<file path="src/rtl/alu_mc_if.sv">
// rtl/alu_mc_if.sv - request/response handshake bundle for the multi-cycle ALU
//
// Purpose: groups the request channel (in_valid/in_ready, alucontrol, a, b)
//          and the response channel (out_valid/out_ready, result, zero,
//          overflow) of alu_mc.
// Modports:
//   master - requester/consumer side: drives requests and out_ready
//   slave  - ALU side: drives in_ready and the response
interface alu_mc_if #(
  parameter int WIDTH = 32
);
  logic             in_valid;
  logic             in_ready;
  logic [2:0]       alucontrol;
  logic [WIDTH-1:0] a;
  logic [WIDTH-1:0] b;
  logic             out_valid;
  logic             out_ready;
  logic [WIDTH-1:0] result;
  logic             zero;
  logic             overflow;

  modport master (
    output in_valid, alucontrol, a, b, out_ready,
    input  in_ready, out_valid, result, zero, overflow
  );

  modport slave (
    input  in_valid, alucontrol, a, b, out_ready,
    output in_ready, out_valid, result, zero, overflow
  );
endinterface

</file>
<file path="src/rtl/alu_mc.sv">
// rtl/alu_mc.sv - multi-cycle ALU with shift-add multiplier and valid/ready handshake
//
// Purpose: single-issue ALU. Logic/add/sub/slt complete one cycle after
//          accept; mul iterates one multiplier bit per cycle for WIDTH
//          cycles. The result is held until the consumer takes it.
// Ports:
//   clk  - clock, rising edge
//   rst  - asynchronous active-high reset
//   bus  - alu_mc_if.slave: in_valid/in_ready, alucontrol, a, b,
//          out_valid/out_ready, result, zero, overflow
module alu_mc #(
  parameter int WIDTH = 32
) (
  input  logic     clk,
  input  logic     rst,
  alu_mc_if.slave  bus
);

  localparam int CW = (WIDTH > 1) ? $clog2(WIDTH) : 1;

  localparam logic [2:0] OP_AND = 3'b000;
  localparam logic [2:0] OP_OR  = 3'b001;
  localparam logic [2:0] OP_ADD = 3'b010;
  localparam logic [2:0] OP_XOR = 3'b011;
  localparam logic [2:0] OP_MUL = 3'b100;
  localparam logic [2:0] OP_NOR = 3'b101;
  localparam logic [2:0] OP_SUB = 3'b110;
  localparam logic [2:0] OP_SLT = 3'b111;

  typedef enum logic [1:0] {
    IDLE = 2'd0,
    MUL  = 2'd1,
    DONE = 2'd2
  } state_t;

  state_t           state;
  state_t           state_nx;
  logic             accept;
  logic             mul_last;

  logic [CW-1:0]    cnt;
  logic [WIDTH-1:0] mcand;
  logic [WIDTH-1:0] mplier;
  logic [WIDTH-1:0] acc;
  logic [WIDTH-1:0] acc_nx;
  logic [WIDTH-1:0] result_q;
  logic             overflow_q;

  logic [WIDTH-1:0] sum;
  logic [WIDTH-1:0] diff;
  logic [WIDTH-1:0] alu_res;
  logic             alu_ovf;

  assign accept   = bus.in_valid && (state == IDLE);
  assign mul_last = (cnt == CW'(WIDTH - 1));

  // State register
  always_ff @(posedge clk or posedge rst) begin
    if (rst) begin
      state <= IDLE;
    end else begin
      state <= state_nx;
    end
  end

  // Next-state logic
  always_comb begin
    state_nx = state;
    case (state)
      IDLE: begin
        if (accept) begin
          state_nx = (bus.alucontrol == OP_MUL) ? MUL : DONE;
        end
      end
      MUL: begin
        if (mul_last) begin
          state_nx = DONE;
        end
      end
      DONE: begin
        if (bus.out_ready) begin
          state_nx = IDLE;
        end
      end
      default: state_nx = IDLE;
    endcase
  end

  // Handshake outputs
  always_comb begin
    bus.in_ready  = 1'b0;
    bus.out_valid = 1'b0;
    case (state)
      IDLE:    bus.in_ready  = 1'b1;
      DONE:    bus.out_valid = 1'b1;
      default: ;
    endcase
  end

  // Single-cycle operations, evaluated on the operands being captured at accept
  assign sum  = bus.a + bus.b;
  assign diff = bus.a - bus.b;

  always_comb begin
    alu_res = '0;
    alu_ovf = 1'b0;
    case (bus.alucontrol)
      OP_AND: alu_res = bus.a & bus.b;
      OP_OR:  alu_res = bus.a | bus.b;
      OP_XOR: alu_res = bus.a ^ bus.b;
      OP_NOR: alu_res = ~(bus.a | bus.b);
      OP_ADD: begin
        alu_res = sum;
        alu_ovf = (bus.a[WIDTH-1] == bus.b[WIDTH-1]) &&
                  (sum[WIDTH-1] != bus.a[WIDTH-1]);
      end
      OP_SUB: begin
        alu_res = diff;
        alu_ovf = (bus.a[WIDTH-1] != bus.b[WIDTH-1]) &&
                  (diff[WIDTH-1] != bus.a[WIDTH-1]);
      end
      OP_SLT: alu_res = {{(WIDTH-1){1'b0}}, ($signed(bus.a) < $signed(bus.b))};
      default: alu_res = '0;
    endcase
  end

  // One shift-add step: multiplicand moves left, multiplier moves right, so
  // bit 0 of mplier always selects whether the current mcand is added.
  assign acc_nx = acc + (mplier[0] ? mcand : '0);

  // Datapath: operand capture, multiplier iteration, result holding.
  // result_q and overflow_q only change on accept or on the last mul step,
  // so they stay stable through DONE regardless of input activity.
  always_ff @(posedge clk or posedge rst) begin
    if (rst) begin
      cnt        <= '0;
      mcand      <= '0;
      mplier     <= '0;
      acc        <= '0;
      result_q   <= '0;
      overflow_q <= 1'b0;
    end else begin
      case (state)
        IDLE: begin
          if (accept) begin
            mcand  <= bus.a;
            mplier <= bus.b;
            acc    <= '0;
            cnt    <= '0;
            if (bus.alucontrol != OP_MUL) begin
              result_q   <= alu_res;
              overflow_q <= alu_ovf;
            end
          end
        end
        MUL: begin
          acc    <= acc_nx;
          mcand  <= mcand << 1;
          mplier <= mplier >> 1;
          cnt    <= cnt + CW'(1);
          if (mul_last) begin
            result_q   <= acc_nx;
            overflow_q <= 1'b0;
          end
        end
        default: ;
      endcase
    end
  end

  assign bus.result   = result_q;
  assign bus.zero     = (result_q == '0);
  assign bus.overflow = overflow_q;

endmodule

</file>
<file path="src/flat_wrapper.sv">
// flat-port wrapper written by rule: the top's interface ports become plain ports
module alu_mc_flat 
#(
  parameter int WIDTH = 32
)
  (clk, rst, bus_in_valid, bus_alucontrol, bus_a, bus_b, bus_out_ready, bus_in_ready, bus_out_valid, bus_result, bus_zero, bus_overflow);
  alu_mc_if #(.WIDTH(WIDTH)) bus_i ();
  input  logic clk;
  input  logic rst;
  input wire logic [$bits(bus_i.in_valid)-1:0] bus_in_valid;
  input wire logic [$bits(bus_i.alucontrol)-1:0] bus_alucontrol;
  input wire logic [$bits(bus_i.a)-1:0] bus_a;
  input wire logic [$bits(bus_i.b)-1:0] bus_b;
  input wire logic [$bits(bus_i.out_ready)-1:0] bus_out_ready;
  output wire logic [$bits(bus_i.in_ready)-1:0] bus_in_ready;
  output wire logic [$bits(bus_i.out_valid)-1:0] bus_out_valid;
  output wire logic [$bits(bus_i.result)-1:0] bus_result;
  output wire logic [$bits(bus_i.zero)-1:0] bus_zero;
  output wire logic [$bits(bus_i.overflow)-1:0] bus_overflow;
  assign bus_i.in_valid = bus_in_valid;
  assign bus_i.alucontrol = bus_alucontrol;
  assign bus_i.a = bus_a;
  assign bus_i.b = bus_b;
  assign bus_i.out_ready = bus_out_ready;
  assign bus_in_ready = bus_i.in_ready;
  assign bus_out_valid = bus_i.out_valid;
  assign bus_result = bus_i.result;
  assign bus_zero = bus_i.zero;
  assign bus_overflow = bus_i.overflow;
  alu_mc #(.WIDTH(WIDTH)) u_core (.clk(clk), .rst(rst), .bus(bus_i));
endmodule
</file>
<file path="config.mk">
export PLATFORM = sky130hd
export DESIGN_NAME = alu_mc_flat
export DESIGN_NICKNAME = d
export VERILOG_FILES = /design/src/rtl/alu_mc_if.sv /design/src/rtl/alu_mc.sv /design/src/flat_wrapper.sv
export SDC_FILE = /design/constraint.sdc
export NUM_CORES = 1
export LEC_CHECK = 0
export BUFFER_PORTS_ARGS = -buffer_cell sky130_fd_sc_hd__clkbuf_2
export CAP_MARGIN = 20
export CORE_ASPECT_RATIO = 0.9
export CORE_MARGIN = 8
export CORE_UTILIZATION = 60
export DETAILED_ROUTE_END_ITERATION = 7
export GPL_TIMING_DRIVEN = 0
export PLACE_DENSITY = 0.8
export SKIP_CTS_REPAIR_TIMING = 1
export SYNTH_ARGS = -nofsm -noshare
export SYNTH_HDL_FRONTEND = slang
export SYNTH_SLANG_ARGS = --single-unit
</file>
<file path="constraint.sdc">
create_clock -name clk -period 8.6 [get_ports clk]
set_clock_uncertainty 0.05 [all_clocks]
set_input_delay 1.72 -clock clk [delete_from_list [all_inputs] [get_ports clk]]
set_output_delay 1.72 -clock clk [all_outputs]
set_load 0.1 [all_outputs]
</file>
=== Word level (Yosys, flattened, before mapping) ===
Cells that the tools add are included.

* Register bits after elaboration: 136
* Input bits: 71

* Add/subtract/negate cells: 4
* Magnitude comparators: 1
* Eq/ne operators: 19
* Multiplexer cells: 26
* Bitwise logic cells: 4
* Reduce and logical (&&, ||, !) cells: 10

{| class="wikitable"
|+ Operator list
! kind !! number
|-
| $pmux W32 S2 || 4
|-
| $mux W32 || 7
|-
| $pmux W32 S7 || 1
|-
| $add A32 B32 Y32 || 2
|-
| $and A32 B32 Y32 || 1
|-
| $logic_not A32 Y1 || 1
|-
| $lt A32 B32 Y1 || 1
|-
| $not A32 Y32 || 1
|-
| $or A32 B32 Y32 || 1
|-
| $sub A32 B32 Y32 || 1
|-
| $xor A32 B32 Y32 || 1
|-
| $eq A3 B3 Y1 const B || 4
|-
| $pmux W5 S2 || 1
|-
| $mux W2 || 4
|-
| $eq A3 B2 Y1 const B || 2
|-
| $pmux W2 S3 || 1
|-
| $add A5 B1 Y5 const B || 1
|-
| $eq A5 B5 Y1 const B || 1
|-
| $mux W1 || 5
|-
| $mux W5 || 1
|-
| $ne A2 B1 Y1 const B || 2
|-
| $ne A2 B2 Y1 const B || 2
|-
| $pmux W1 S2 || 2
|-
| $reduce_and A4 Y1 || 1
|-
| 12 further kinds || 16
|}

=== Depth between registers and ports, before layout ===
Gate-level depths: netlist of the first run.

* Word-level depth: 7
* Gate-level depth with buffers: 14
* Depth with buffers taken out: 14

=== Worst setup path before layout of the first run ===
No wires, ideal clock.

* Path type: input -> register
* From: in bus_a[0]
* To: reg u_core.result_q[28] (netlist: u_core.bus.result[28])
* Data arrival time: 4143 ps
* Path slack: 4283 ps
* Stages: 14
* Cell sequence: inv_1 -> ha_1 -> inv_1 -> fa_1 -> nor2b_1 -> o211ai_1 -> a21oi_1 -> o211ai_1 -> a21oi_1 -> a311oi_1 -> o21ai_1 -> a31o_1 -> a211o_1 -> o221a_1

* Cells in the longest elaborated chain, start to end: 5
* Elaborated cells on any way between the ends: 6
* Classes of those cells: 2 x add/sub; 4 x mux

{| class="wikitable"
|+ Ends and longest elaborated chain
! what !! RTL line !! source
|-
| start: declaration || flat_wrapper.sv:12 || <nowiki>input wire logic [$bits(bus_i.a)-1:0] bus_a;</nowiki>
|-
| $sub A32 B32 Y32 or $add A32 B32 Y32 (tied branches) || alu_mc.sv:102, alu_mc.sv:101 ||
|-
| $pmux W32 S7 * || alu_mc.sv:107 || <nowiki>case (bus.alucontrol)</nowiki>
|-
| $mux W32 * || alu_mc.sv:150 || <nowiki>if (bus.alucontrol != OP_MUL) begin</nowiki>
|-
| $mux W32 * || alu_mc.sv:145 || <nowiki>if (accept) begin</nowiki>
|-
| $pmux W32 S2 * || alu_mc.sv:143 || <nowiki>case (state)</nowiki>
|-
| end signal: assignment || alu_mc.sv:151 || <nowiki>result_q <= alu_res;</nowiki>
|-
| end signal: assignment || alu_mc.sv:162 || <nowiki>result_q <= acc_nx;</nowiki>
|-
| end: declaration || alu_mc.sv:46 || <nowiki>logic [WIDTH-1:0] result_q;</nowiki>
|}

Every way passes the cells marked *; elsewhere a longest branch is shown, timed or not. The select of a mux whose other input is x is not followed.
A chain may end at the register's enable or synchronous reset.

=== Worst setup path after layout of the first run ===
* From: in bus_a[0]
* To: reg u_core.result_q[0] (netlist: u_core.bus.result[0])

* Cells in the longest elaborated chain, start to end: 6
* Elaborated cells on any way between the ends: 11
* Classes of those cells: 2 x add/sub; 1 x order compare; 4 x mux; 4 x bitwise

{| class="wikitable"
|+ Ends and longest elaborated chain
! what !! RTL line
|-
| branches (longest 2 deep; another with $sub A32 B32 Y32) || -
|-
| $pmux W32 S7 * || alu_mc.sv:107
|-
| $mux W32 * || alu_mc.sv:150
|-
| $mux W32 * || alu_mc.sv:145
|-
| $pmux W32 S2 * || alu_mc.sv:143
|}

Every way passes the cells marked *. The select of a mux whose other input is x is not followed.

==> metrics, run 1 <==
setup violators final 0; first-pass GRT wire length 79,900 µm; Final Max Slew Viols 0; most common cell after layout, fill and taps aside nand2_1; clk root buf clkbuf_16; RSZ-0062 raised after global routing no; via count 14,800; final WL 52,700 µm; status complete, but fails checks; DR iter-0 viols 2,178; actual slew at the worst max-slew pin 1020 ps; clk sinks 136; post-synth top area share 25.9%; final hold viol count 0; initial antenna violation count 0; FMAX 187 MHz; Area Growth Syn to Fin 11.9%; die area 26,900 µm²; PnR worst setup slack 3250 ps; failing checks design-rule violations; Leak 7.00 nW; Worst EP required 8890 ps; critical path peak fanout 3; post-route insts no fill 2,213; crit path DAT 5640 ps; CP startpoint kind input pin; Seq. cell area 3400 µm²; H-tree levels 4; filler instances 1,889; min Tclk post-route 5350 ps; Top FF cell, synth dfrtp_1; Clock Path Buffers 2; Final nets 2,119; PD cells 218 nW/µm²; VDD IR-drop max 0.270 mV; Post-synth EDFFs 0; clock slew at reported path FFs 60 ps; drt via density 6.68; post-detail-place hpwl 41,000 µm; relative slew slack 32.0%; total CTS buffers 17; Initial Util 61.0%; I/O Pins 107; Inst Count DP 2,182; FFs w/ async S/R, synth 100%; Worst Hold Depth 2; Syn Area/Cell 7.37 µm²; Yosys reg bits 136; proportion of layout cells with a drive suffix above 1 8.90%; DR WL/cell 23.8 µm; register area share after synthesis 25.9%; First-pass DRT Iterations 8; depth of the worst register-to-register path 12; core area 21,600 µm²; final global-route overflow total 0; syn_nets 1,994; setup TNS 0 ps; synth top area cells dfrtp_1 26%, ha_1 13%, a21oi_1 7.6%; Core Rows 51; Final ANT Viol Nets 0; max_cap viols 0; gp weighted congestion 1.03; vias in the first global route 14,000; largest net degree at the start of global routing 79; Multi-input gate area 8880 µm²; Ant. Diodes 0; pre-CTS WS 3130 ps; DIE HEIGHT 157 µm; cells after synthesis 1,785; Synth cell types 73; commonest cells after routing, fill and taps aside 221 x nand2_1, 199 x a21oi_1, 184 x nor2_1; CTS tree done; Yosys Warn Count 0; Hold Path Class register to register; PortBufs 105; clk_lat worst skew 440 ps; Mapped Area 13,200 µm²; Die W 172 µm; critical path type input pin to register; CP Capture Type register; Synth area leader dfrtp_1; drc violations 2; Final Cycle Share 62.2%; gr usage total 38.8%
## area by class of cell
class	count	share of cell area, %
multi-input cells	1419	60.3
flip-flops and latches	136	23.1
repair buffers	106	3.76
inverters	121	3.12
clock buffers	19	3.08
plain buffers	109	2.85
well taps	291	2.47
clock inverters	12	1.28
## sequential cells by signal, summed over array words and instances, names as in the netlist
register	flops
u_core.bus.result	32
u_core.state	2
u_core.mcand	32
u_core.bus.overflow	1
u_core.cnt	5
u_core.mplier	32
u_core.acc	32
## cells in the mapped netlist, types with 18 or more instances
cell type	number
a211oi_1	22
a21o_1	33
a21oi_1	199
a22oi_1	22
a31oi_1	46
and2_1	35
clkbuf_1	90
dfrtp_1	136
ha_1	135
inv_1	108
mux2i_1	21
nand2_1	221
nand2b_1	18
nand3_1	33
nor2_1	184
nor3_1	24
o211ai_1	26
o21ai_0	128
o21ai_1	31
xnor2_1	35
## through the flow
step / hold WS, ps / total power, mW / util, % / instance area (µm²)
floorplan: 400 / 1.94 / - / 13200
global placement: 414 / 2.28 / 65.1 / 14100
detailed placement: 421 / 2.32 / 65.3 / 14100
CTS: 435 / 3.15 / 68.3 / 14700
global route: 460 / 3.31 / 68.3 / 14700
finish: 436 / 3.20 / 68.3 / 14700
## where the power goes
| part | internal [mW] | switching [mW] | leakage [nW] |
|---|---|---|---|
| clock | 0.505 | 0.334 | 0.311 |
| sequential | 0.793 | 0.151 | 1.72 |
| combinational | 0.365 | 1.06 | 4.97 |
## metal layers
metal	global-route usage, %	vias up	wire length, µm	part of all wire (%)
met5	0	-	0	0
met4	23.1	0	3540	6.7
met3	7.91	219	6230	12
met2	58.5	1078	22500	43
met1	50.5	6933	20500	39
li1	-	6558	-	-
## cells by family (layout without fill, tap and decap cells)
group	after synthesis	after routing	share of synthesized area [%]
buffers and inverters	230	367	6.65
flip-flops	136	136	25.9
adder cells (fa/ha/maj)	138	138	13.3
AND/OR/NAND/NOR	581	581	19.5
multiplexers	24	24	1.94
XOR/XNOR	45	45	3.05
AO/OA/AOI/OAI	631	631	29.8
## critical path, cell delays in order
cell and delay (ps):
clkbuf_2 150, inv_1 100, ha_1 180, inv_1 70, fa_1 430, nor2b_1 210
o211ai_1 400, a21oi_1 180, o211ai_1 460, a21oi_1 220, a311oi_1 470, o31ai_1 130
a211oi_1 470, o21ai_1 190, a31oi_1 240
## path summary, 6_finish.rpt
kind	start	endpoint	slack, ps
worst max-delay path	bus_a[0]	u_core.bus.result[0]$_DFFE_PP0P_	3250
worst min-delay path	u_core.mplier[15]$_DFFE_PP0P_	u_core.mplier[15]$_DFFE_PP0P_	440
worst max register to register	u_core.mplier[0]$_DFFE_PP0P_	u_core.bus.result[31]$_DFFE_PP0P_	4650
worst min register to register	u_core.mplier[15]$_DFFE_PP0P_	u_core.mplier[15]$_DFFE_PP0P_	440
max in group asynchronous	rst	u_core.bus.result[14]$_DFFE_PP0P_	6360
min in group asynchronous	rst	u_core.acc[27]$_DFFE_PP0P_	1310
No activity file was read; power rests on OpenSTA's default activity.
==> run 2, diff against run 1 <==
--- a/config.mk
+++ b/config.mk
@@ -9,10 +9,10 @@
 export CAP_MARGIN = 20
 export CORE_ASPECT_RATIO = 0.9
 export CORE_MARGIN = 8
-export CORE_UTILIZATION = 60
+export CORE_UTILIZATION = 56
 export DETAILED_ROUTE_END_ITERATION = 7
 export GPL_TIMING_DRIVEN = 0
-export PLACE_DENSITY = 0.8
+export PLACE_DENSITY = 0.78
 export SKIP_CTS_REPAIR_TIMING = 1
 export SYNTH_ARGS = -nofsm -noshare
 export SYNTH_HDL_FRONTEND = slang
==> constraint.sdc (replaced) <==
create_clock -name clk -period 4.3 [get_ports clk]
set_clock_uncertainty 0.05 [all_clocks]
set_input_delay 0.86 -clock clk [delete_from_list [all_inputs] [get_ports clk]]
set_output_delay 0.86 -clock clk [all_outputs]
set_load 0.1 [all_outputs]
==> run 2 against run 1 <==
The flow now finishes without violations; global-route usage down 2.5 points; sequential power up 98%; clock-buffer cell count down 1; routed wire length up 1.2%; final cell count up 0.59%; first-iteration DRC count down 1.8%; power up 97%; final area up 0.16%; non-clock buffer count up 2; hold slack worse by 2.1 ps; sequential share of layout area about the same; critical path depth unchanged; critical path type unchanged.
==> metrics, run 2 (synthesis results as in run 1) <==
most common cell after layout, fill and taps aside nand2_1; die area 28,700 µm² (+6.4%); gp weighted congestion 1.04 (+1.0%); Worst Path Buf+Inv 3 (unchanged); WL met3 5360 µm (-14%); CP Capture Type register; filler instances 2,157 (+14%); Die W 178 µm (+3.2%); RSZ-0062 raised after global routing no; Area Growth Syn to Fin 12.1%; Tot Pwr 6.30 mW (+97%); PD cells 427 nW/µm² (+96%); met1 wire length 21,700 µm (+5.9%); Final nets 2,121 (+0.094%); uppermost layer routed met4; crit path DAT 4560 ps (-1080 ps); First-pass DRT Iterations 8 (unchanged); setup violators final 0 (unchanged); final global-route overflow total 0 (unchanged); Critical Path Stages 15 (unchanged); commonest cells after routing, fill and taps aside 221 x nand2_1, 199 x a21oi_1, 184 x nor2_1; clock slew at reported path FFs 70 ps (about the same); PortBufs 105 (unchanged); Core Rows 53 (+3.9%); Final Max Slew Viols 0 (unchanged); min Tclk post-route 4250 ps; clk_lat worst skew 450 ps (about the same); max incr delay on CP 490 ps (+20 ps); drc violations 0 (-2); critical path peak fanout 3 (unchanged); CTS tree done; final WL 53,300 µm (+1.2%); Final ANT Viol Nets 0 (unchanged); Leak 6.99 nW (-0.12%); CP startpoint kind input pin; Clock Path Buffers 2 (unchanged); Worst Min Path Start u_core.mplier[15]$_DFFE_PP0P_; slowest stage cell, crit path a211oi_1; crit path from bus_a[0]; FF-to-FF setup slack 310 ps (-4340 ps); critical path type input pin to register; clk root buf clkbuf_16; max_cap viols 0 (unchanged); initial antenna violation count 0 (unchanged); Min Hold Slack 434 ps (-2.09 ps); core area 23,200 µm² (+7.6%); Worst EP required 4600 ps (-4290 ps); H-tree levels 4 (unchanged); pre-CTS WS -298 ps (-3430 ps); proportion of layout cells with a drive suffix above 1 9.10% (+0.20 points); DIE HEIGHT 161 µm (+3.2%); drt via density 6.62 (-0.87%); FMAX 235 MHz; VDD IR-drop max 0.677 mV (+150%); Final Cycle Share 98.9%; Initial Util 56.7% (-4.3 points); depth of the worst register-to-register path 12 (unchanged); I/O Pins 107 (unchanged); Worst Hold Depth 2 (unchanged); actual slew at the worst max-slew pin 1130 ps (+111 ps); FF-to-FF Start u_core.mplier[0]$_DFFE_PP0P_; via count 14,700 (-0.28%); clk sinks 136 (unchanged); final hold viol count 0 (unchanged); relative slew slack 24.7% (-7.3 points); vias in the first global route 13,800 (-1.5%); Ant. Diodes 0 (unchanged); metal2 WL 23,200 µm (+3.0%); crit-path cells clkbuf_2 > inv_1 > ha_1 > inv_1 > fa_1 > nor2b_1 > o211ai_1 > a21oi_1 > o211ai_1 > a21oi_1 > a311oi_2 > o31ai_1 > a211oi_1 > o21ai_1 > a31oi_1; total CTS buffers 17 (unchanged); status finished clean; largest net degree at the start of global routing 40 (-49%); first-pass GRT wire length 80,100 µm (+0.32%); gr usage total 36.3% (-2.5 points); DR WL/cell 24.0 µm (+0.62%); PnR worst setup slack 46.0 ps (-3210 ps); Hold Path Class register to register; critical path's top delay family compound AO/OA/AOI/OAI gates; DR iter-0 viols 2,139 (-1.8%); post-detail-place hpwl 41,900 µm (+2.3%)
==> run 2: power breakdown <==
group          switching, mW  internal, mW  total [mW]  leakage [nW]
Clock                  0.654         0.931        1.59         0.289
Sequential             0.283          1.59        1.87          1.72
Combinational           2.11         0.733        2.85          4.99
Total                   3.05          3.25        6.30          6.99
==> run 2: layout make-up <==
cell class	count	area [µm²]	share of cell area, %
clock buffers	18	439	2.98
clock inverters	13	170	1.15
inverters	121	458	3.10
repair buffers	108	586	3.97
flip-flops and latches	136	3400	23.1
plain buffers	109	420	2.85
well taps	302	378	2.56
multi-input cells	1419	8890	60.3
==> run 2: per-layer routing <==
| layer | vias up | GRT usage (%) |
|---|---|---|
| met1 | 7043 | 48.5 |
| li1 | 6574 | - |
| met3 | 181 | 6.04 |
| met4 | 0 | 19.0 |
| met2 | 948 | 55.4 |
| met5 | - | 0 |
==> run 2: worst reg2reg max path, delay by kind of cell (launching register included) <==
| family | cells | cell delay, ps |
|---|---|---|
| adder cells (fa/ha/maj) | 1 | 290 |
| AND/OR/NAND/NOR | 1 | 210 |
| multiplexers | 1 | 330 |
| flip-flops | 1 | 500 |
| buffers and inverters | 1 | 330 |
| AO/OA/AOI/OAI | 8 | 2170 |
==> run 2: worst paths after layout <==
path	endpoint
setup / recovery	u_core.bus.result[0]$_DFFE_PP0P_
max in group asynchronous	u_core.mcand[2]$_DFFE_PP0P_
setup reg to reg	u_core.bus.result[31]$_DFFE_PP0P_
hold reg to reg	u_core.mplier[15]$_DFFE_PP0P_
hold / removal	u_core.mplier[15]$_DFFE_PP0P_
min in group asynchronous	u_core.mcand[28]$_DFFE_PP0P_
==> run 2: stage by stage <==
stage / cell area [µm²] / std cells / setup TNS [ps] / utilization, %
6_report: 14700 / 2226 / 0 / 63.5
5_1_grt: 14700 / 2226 / 0 / 63.5
4_1_cts: 14700 / 2226 / 0 / 63.5
3_5_place_dp: 14100 / 2195 / -926 / 60.9
3_3_place_gp: 14100 / 2192 / -895 / 60.6
2_1_floorplan: 13200 / 1785 / 0 / -
